===== src/rtl/adc_pkg.sv =====
// Shared types and constants for the ADC manager.
package adc_pkg;

  typedef enum logic [1:0] {
    ST_IDLE = 2'd0,
    ST_CMD  = 2'd1,
    ST_ACQ  = 2'd2,
    ST_GAP  = 2'd3
  } adc_state_t;

  // Register command length in bits, shifted MSB first.
  localparam int unsigned CMD_WIDTH = 24;

  // Idle cycles with chip select high between transactions.
  localparam int unsigned GAP_LEN   = 2;
  localparam int unsigned GAP_CNT_W = 2;

endpackage


===== src/rtl/spi_shift_engine.sv =====
// SPI mode-0 bit engine: sck generation, bit counting, command shift-out
// and multi-lane conversion shift-in. One bit period is two clk cycles.
module spi_shift_engine
  import adc_pkg::*;
#(
  parameter int unsigned NUM_SDI    = 4,
  parameter int unsigned DATA_WIDTH = 32
) (
  input  logic                  clk_i,
  input  logic                  rst_ni,
  input  logic                  start_i,
  input  logic                  tx_mode_i,
  input  logic [CMD_WIDTH-1:0]  tx_data_i,
  input  logic [NUM_SDI-1:0]    sdi_i,
  output logic                  sck_o,
  output logic                  sdo_o,
  output logic                  done_o,
  output logic [DATA_WIDTH-1:0] rx_data_o
);

  localparam int unsigned RX_BITS  = DATA_WIDTH / NUM_SDI;
  localparam int unsigned MAX_BITS = (RX_BITS > CMD_WIDTH) ? RX_BITS : CMD_WIDTH;
  localparam int unsigned CNT_W    = $clog2(MAX_BITS + 1);

  logic                  busy_q, busy_d;
  logic                  sck_q, sck_d;
  logic                  mode_q, mode_d;
  logic [CNT_W-1:0]      cnt_q, cnt_d;
  logic [CMD_WIDTH-1:0]  tx_q, tx_d;
  logic [DATA_WIDTH-1:0] rx_q, rx_d;

  // Next state: sample at the end of the low phase, shift out at the end of the high phase.
  always_comb begin
    busy_d = busy_q;
    sck_d  = sck_q;
    mode_d = mode_q;
    cnt_d  = cnt_q;
    tx_d   = tx_q;
    rx_d   = rx_q;
    if (start_i) begin
      busy_d = 1'b1;
      sck_d  = 1'b0;
      mode_d = tx_mode_i;
      cnt_d  = tx_mode_i ? CNT_W'(CMD_WIDTH) : CNT_W'(RX_BITS);
      tx_d   = tx_data_i;
      rx_d   = '0;
    end else if (busy_q) begin
      if (!sck_q) begin
        sck_d = 1'b1;
        if (!mode_q) begin
          rx_d = (rx_q << NUM_SDI) | DATA_WIDTH'(sdi_i);
        end
      end else begin
        sck_d = 1'b0;
        tx_d  = tx_q << 1;
        cnt_d = cnt_q - CNT_W'(1);
        if (cnt_q == CNT_W'(1)) begin
          busy_d = 1'b0;
        end
      end
    end
  end

  // Engine state registers with synchronous active-low reset.
  always_ff @(posedge clk_i) begin
    if (!rst_ni) begin
      busy_q <= 1'b0;
      sck_q  <= 1'b0;
      mode_q <= 1'b0;
      cnt_q  <= '0;
      tx_q   <= '0;
      rx_q   <= '0;
    end else begin
      busy_q <= busy_d;
      sck_q  <= sck_d;
      mode_q <= mode_d;
      cnt_q  <= cnt_d;
      tx_q   <= tx_d;
      rx_q   <= rx_d;
    end
  end

  assign sck_o     = sck_q;
  assign sdo_o     = busy_q & mode_q & tx_q[CMD_WIDTH-1];
  assign done_o    = busy_q & sck_q & (cnt_q == CNT_W'(1));
  assign rx_data_o = rx_q;

endmodule


===== src/rtl/adc_manager.sv =====
// ADC manager: serialises register commands from AXI-Stream to the ADC and
// reads conversion results over NUM_SDI lanes on a trigger rising edge.
module adc_manager
  import adc_pkg::*;
#(
  parameter int unsigned NUM_SDI    = 4,
  parameter int unsigned DATA_WIDTH = 32
) (
  input  logic                  aclk,
  input  logic                  aresetn,
  input  logic [NUM_SDI-1:0]    spi_sdi,
  output logic                  spi_sdo,
  output logic                  spi_sck,
  output logic                  spi_csn,
  output logic                  spi_resetn,
  input  logic                  trigger,
  input  logic [31:0]           s_axis_tdata,
  input  logic                  s_axis_tvalid,
  output logic                  s_axis_tready,
  output logic [DATA_WIDTH-1:0] m_axis_tdata,
  output logic                  m_axis_tvalid,
  input  logic                  m_axis_tready,
  output logic [31:0]           status
);

  adc_state_t            state_q, state_d;
  logic [GAP_CNT_W-1:0]  gap_q, gap_d;
  logic                  tready_q;
  logic                  trig_q, trig_prev_q;
  logic                  trig_rise;
  logic                  spi_resetn_q;
  logic [DATA_WIDTH-1:0] tdata_q;
  logic                  tvalid_q;
  logic [15:0]           count_q;
  logic                  ovr_q;
  logic                  eng_start, eng_tx_mode, eng_done;
  logic [DATA_WIDTH-1:0] eng_rx;
  logic                  unused_tdata_hi;

  // Upper command byte is don't-care.
  assign unused_tdata_hi = ^s_axis_tdata[31:24];

  // Edge detect from registered trigger so tready can be masked without an input-to-output path.
  assign trig_rise = trig_q & ~trig_prev_q;

  // State register, gap counter, registered tready and trigger history.
  always_ff @(posedge aclk) begin
    if (!aresetn) begin
      state_q     <= ST_IDLE;
      gap_q       <= '0;
      tready_q    <= 1'b0;
      trig_q      <= 1'b0;
      trig_prev_q <= 1'b0;
    end else begin
      state_q     <= state_d;
      gap_q       <= gap_d;
      tready_q    <= (state_d == ST_IDLE);
      trig_q      <= trigger;
      trig_prev_q <= trig_q;
    end
  end

  // Next-state logic: trigger takes priority over a pending command in IDLE.
  always_comb begin
    state_d = state_q;
    gap_d   = '0;
    case (state_q)
      ST_IDLE: begin
        if (trig_rise) begin
          state_d = ST_ACQ;
        end else if (s_axis_tvalid && tready_q) begin
          state_d = ST_CMD;
        end
      end
      ST_CMD, ST_ACQ: begin
        if (eng_done) begin
          state_d = ST_GAP;
        end
      end
      ST_GAP: begin
        if (gap_q == GAP_CNT_W'(GAP_LEN - 1)) begin
          state_d = ST_IDLE;
        end else begin
          gap_d = gap_q + GAP_CNT_W'(1);
        end
      end
      default: state_d = ST_IDLE;
    endcase
  end

  // FSM outputs: engine start on leaving IDLE, chip select during a transfer.
  always_comb begin
    eng_start     = (state_q == ST_IDLE) && (state_d != ST_IDLE);
    eng_tx_mode   = (state_d == ST_CMD);
    spi_csn       = !((state_q == ST_CMD) || (state_q == ST_ACQ));
    s_axis_tready = tready_q & ~trig_rise;
  end

  // Registered copy of the system reset for the ADC.
  always_ff @(posedge aclk) begin
    spi_resetn_q <= aresetn;
  end

  // Result register: a new result overwrites an unconsumed one and flags overrun.
  always_ff @(posedge aclk) begin
    if (!aresetn) begin
      tdata_q  <= '0;
      tvalid_q <= 1'b0;
      count_q  <= '0;
      ovr_q    <= 1'b0;
    end else begin
      if (eng_done && (state_q == ST_ACQ)) begin
        tdata_q  <= eng_rx;
        tvalid_q <= 1'b1;
        count_q  <= count_q + 16'd1;
        if (tvalid_q && !m_axis_tready) begin
          ovr_q <= 1'b1;
        end
      end else if (tvalid_q && m_axis_tready) begin
        tvalid_q <= 1'b0;
      end
    end
  end

  spi_shift_engine #(
    .NUM_SDI    (NUM_SDI),
    .DATA_WIDTH (DATA_WIDTH)
  ) u_engine (
    .clk_i     (aclk),
    .rst_ni    (aresetn),
    .start_i   (eng_start),
    .tx_mode_i (eng_tx_mode),
    .tx_data_i (s_axis_tdata[CMD_WIDTH-1:0]),
    .sdi_i     (spi_sdi),
    .sck_o     (spi_sck),
    .sdo_o     (spi_sdo),
    .done_o    (eng_done),
    .rx_data_o (eng_rx)
  );

  assign spi_resetn    = spi_resetn_q;
  assign m_axis_tdata  = tdata_q;
  assign m_axis_tvalid = tvalid_q;
  assign status        = {count_q, 12'b0, ovr_q, tvalid_q, state_q};

endmodule


===== config.mk =====
export PLATFORM = sky130hd
export DESIGN_NAME = adc_manager
export DESIGN_NICKNAME = d
export VERILOG_FILES = /design/src/rtl/adc_pkg.sv /design/src/rtl/spi_shift_engine.sv /design/src/rtl/adc_manager.sv
export SDC_FILE = /design/constraint.sdc
export NUM_CORES = 1
export LEC_CHECK = 0
export ABC_AREA = 0
export BUFFER_PORTS_ARGS = -buffer_cell sky130_fd_sc_hd__buf_2
export CAP_MARGIN = 5
export CORE_MARGIN = 2
export CORE_UTILIZATION = 51
export CTS_BUF_LIST = sky130_fd_sc_hd__clkbuf_8
export DETAILED_ROUTE_END_ITERATION = 10
export PLACE_DENSITY = 0.76
export SYNTH_ARGS = -nofsm -noshare
export SYNTH_HDL_FRONTEND = slang
export SYNTH_SLANG_ARGS = --single-unit

===== constraint.sdc =====
create_clock -name aclk -period 3.42 [get_ports aclk]
set_clock_uncertainty 0.05 [all_clocks]
set_input_delay 0.513 -clock aclk [delete_from_list [all_inputs] [get_ports aclk]]
set_output_delay 0.513 -clock aclk [all_outputs]
set_load 0.03 [all_outputs]

==> flow_summary.yaml <==
clocking:
  cts_resized: 0
  post_cts_buffers: 0
  cts_max_path_buffers: 2
  clk_pin_slew_worst_paths_ns: 0.07
  cts_tree: "built"
  cts_inserted_buffers: 17
  clockRootBuffer: "clkbuf_8"
  clock-sinks: 122
  hold_buffers: 0
  insertion_delay_ns: 0.43
  htreeDepth: 4
yosys:
  synth_cells: 606
  syn-cell-area_um2: 4970
  ys.flop_type: "dfxtp_1"
  synth_top_area_share_pct: 49.1
  avgSynthCellArea_um2: 8.20
  synthTopCellsByArea: "dfxtp_1 (49%), nand2_1 (15%), a21oi_1 (6.8%), a311oi_1 (4.2%), nor2_1 (3.0%)"
  yosysWarnings: 0
  synth_cell_type_count: 44
  synth-edff-count: 0
  synth_area_leader_cell: "dfxtp_1"
  ys_seq_elements: 122
  synthArstFlopShare_pct: 0
  ys_seq_area_share_pct: 49.1
worst_setup_path:
  cp.arrival_ns: 2.52
  r2r_start: "u_engine.cnt_q[0]$_SDFFE_PN0P_"
  crit_end: "count_q[0]$_SDFFE_PN0P_"
  crit_fanout: 36
  regToRegSetupSlack_ns: 1.11
  path_class: "register to register"
  reg2reg_depth: 5
  cp.required_ns: 3.63
  rr_endpoint: "count_q[0]$_SDFFE_PN0P_"
  cp-start-kind: "register"
  endpoint_kind: "register"
  crit_start: "u_engine.cnt_q[0]$_SDFFE_PN0P_"
routing:
  wl_per_cell_um: 12.2
  drtIter0Drc: 188
  drt_pre_antenna_iters: 4
  drc: 0
  wirelength_um: 10100
  viasPerCell: 5.12
  ant_nets: 0
  vias: 4208
min_path:
  hold_path.class: "input port to register"
sta:
  rsz0062_at_grt: "false"
  fmax_ghz: 0.434
  min_period_ns: 2.31
  maxSlewViolCount: 0
  relSlewSlack_pct: 25.1
  tns_ns: 0
  setup_violations: 0
  hold_viol: 0
  period_share_pct: 67.4
  tightest_slew_ns: 1.12
global_routing:
  grt_max_degree: 67
  grt_pass1_wl_um: 16800
  grt_pass1_vias: 3795
  gr-total-overflow: 0
  grt_usage_pct: 20.0
  antenna_found_initial: 0
final_layout:
  nets: 726
  fin_util_pct: 60.4
  seq_area_um2: 2440
  antenna_cells: 0
  num-fill-cells: 912
  area_growth_syn_to_layout_pct: 16.7
  multi_input_area_um2: 2270
  drive_above_1_share_pct: 19.6
floorplan:
  num_rows: 36
  die_x_um: 103
  start_util_pct: 51.8
  die-area_um2: 10600
  ios: 111
  die_y_um: 103
  coreArea_um2: 9590
place:
  port_buffers: 90
  place.gp.congestion: 0.816
  place_hpwl_um: 6430
pwr:
  vdd.ir_drop.worst_uv: 390
  p_per_area_nw_per_um2: 652
  p_leak_nw: 2.38
run_status:
  status: "complete, no violations"
flow_run:
  drv_cap: 0
## placed cells by master (no fill, tap or decap), drive strengths merged, types with 8 or more instances in the layout
master,Yosys,layout
xnor2,10,10
dfxtp,122,122
nand2,195,195
buf,23,96
clkbuf,31,22
inv,9,11
a311oi,24,24
mux2i,8,8
nand2b,9,9
nand3,8,8
nor2,42,42
a21oi,68,68
conb,1,12
## cells in the mapped netlist, drive strengths merged, types with 6 or more instances
library cell / number
nor4: 6
mux2i: 8
nor2: 42
buf: 23
nand3: 8
a21oi: 68
and2: 7
a311oi: 24
inv: 9
nand2: 195
dfxtp: 122
clkbuf: 31
nand2b: 9
ha: 7
xnor2: 10
nand4: 7
## worst max-delay path, stage by stage, from the launching register on
cell	delay (ns)
dfxtp_1	0.38
ha_1	0.17
or4b_1	0.75
nor2_8	0.53
xnor2_1	0.19
nor2_1	0.06
## metal layers
metal	share of wire (%)	global-route usage, %
met5	0	0
met4	1.8	8.21
met3	5.4	6.03
met2	46	31.8
met1	47	25.6
## power breakdown
group | total (W) | switching [W] | internal (W)
combinational | 0.000813 | 0.000539 | 0.000274
sequential | 0.00177 | 0.000153 | 0.00162
clock | 0.00120 | 0.000539 | 0.000656
total | 0.00378 | 0.00123 | 0.00255
## flip-flops by register name, indices dropped and copies added (netlist names), 2 cells and up
name	cells
u_engine.tx_q	24
count_q	16
u_engine.cnt_q	5
m_axis_tdata	32
gap_q	2
u_engine.rx_data_o	32
state_q	2
## kinds of logic (layout without fill, tap and decap cells)
kind of cell | count (synthesis) | count (layout) | synth area share (%)
buffers and inverters | 63 | 135 | 6.27
other | 1 | 12 | 0.0754
flip-flops | 122 | 122 | 49.1
AO/OA/AOI/OAI | 105 | 105 | 13.3
XOR/XNOR | 11 | 11 | 1.94
adder cells (fa/ha/maj) | 7 | 7 | 1.76
multiplexers | 8 | 8 | 1.61
AND/OR/NAND/NOR | 289 | 289 | 25.9
## layout make-up
type,count,share of cell area [%]
flip-flops and latches,122,42.1
multi-input cells,432,39.2
well taps,133,2.87
clock buffers,22,5.22
repair buffers,96,8.76
clock inverters,8,1.23
inverters,9,0.583
## per-stage QoR
step	worst slack [ns]	instances	instance area (um^2)	hold slack, ns	total power, W
finish	1.11	822	5800	0.248	0.00378
global route	0.986	822	5800	0.245	0.00400
CTS	1.10	822	5800	0.214	0.00382
detailed placement	1.12	792	5430	0.365	0.00261
global placement	1.16	792	5430	0.356	0.00258
floorplan	1.57	617	5010	0.348	0.00241
## worst min-delay path by stage
stage / from / to / slack (ns) / depth (start not counted)
after floorplan: gap_q[0]$_SDFF_PP0_ / gap_q[0]$_SDFF_PP0_ / 0.35 / 1
after global placement: gap_q[0]$_SDFF_PP0_ / gap_q[0]$_SDFF_PP0_ / 0.36 / 1
after global routing: trigger / trig_q$_SDFF_PN0_ / 0.24 / 2
after detailed placement: gap_q[0]$_SDFF_PP0_ / gap_q[0]$_SDFF_PP0_ / 0.36 / 1
after CTS: trigger / trig_q$_SDFF_PN0_ / 0.21 / 2
final: trigger / trig_q$_SDFF_PN0_ / 0.25 / 2
No activity file was read; power rests on OpenSTA's default activity.
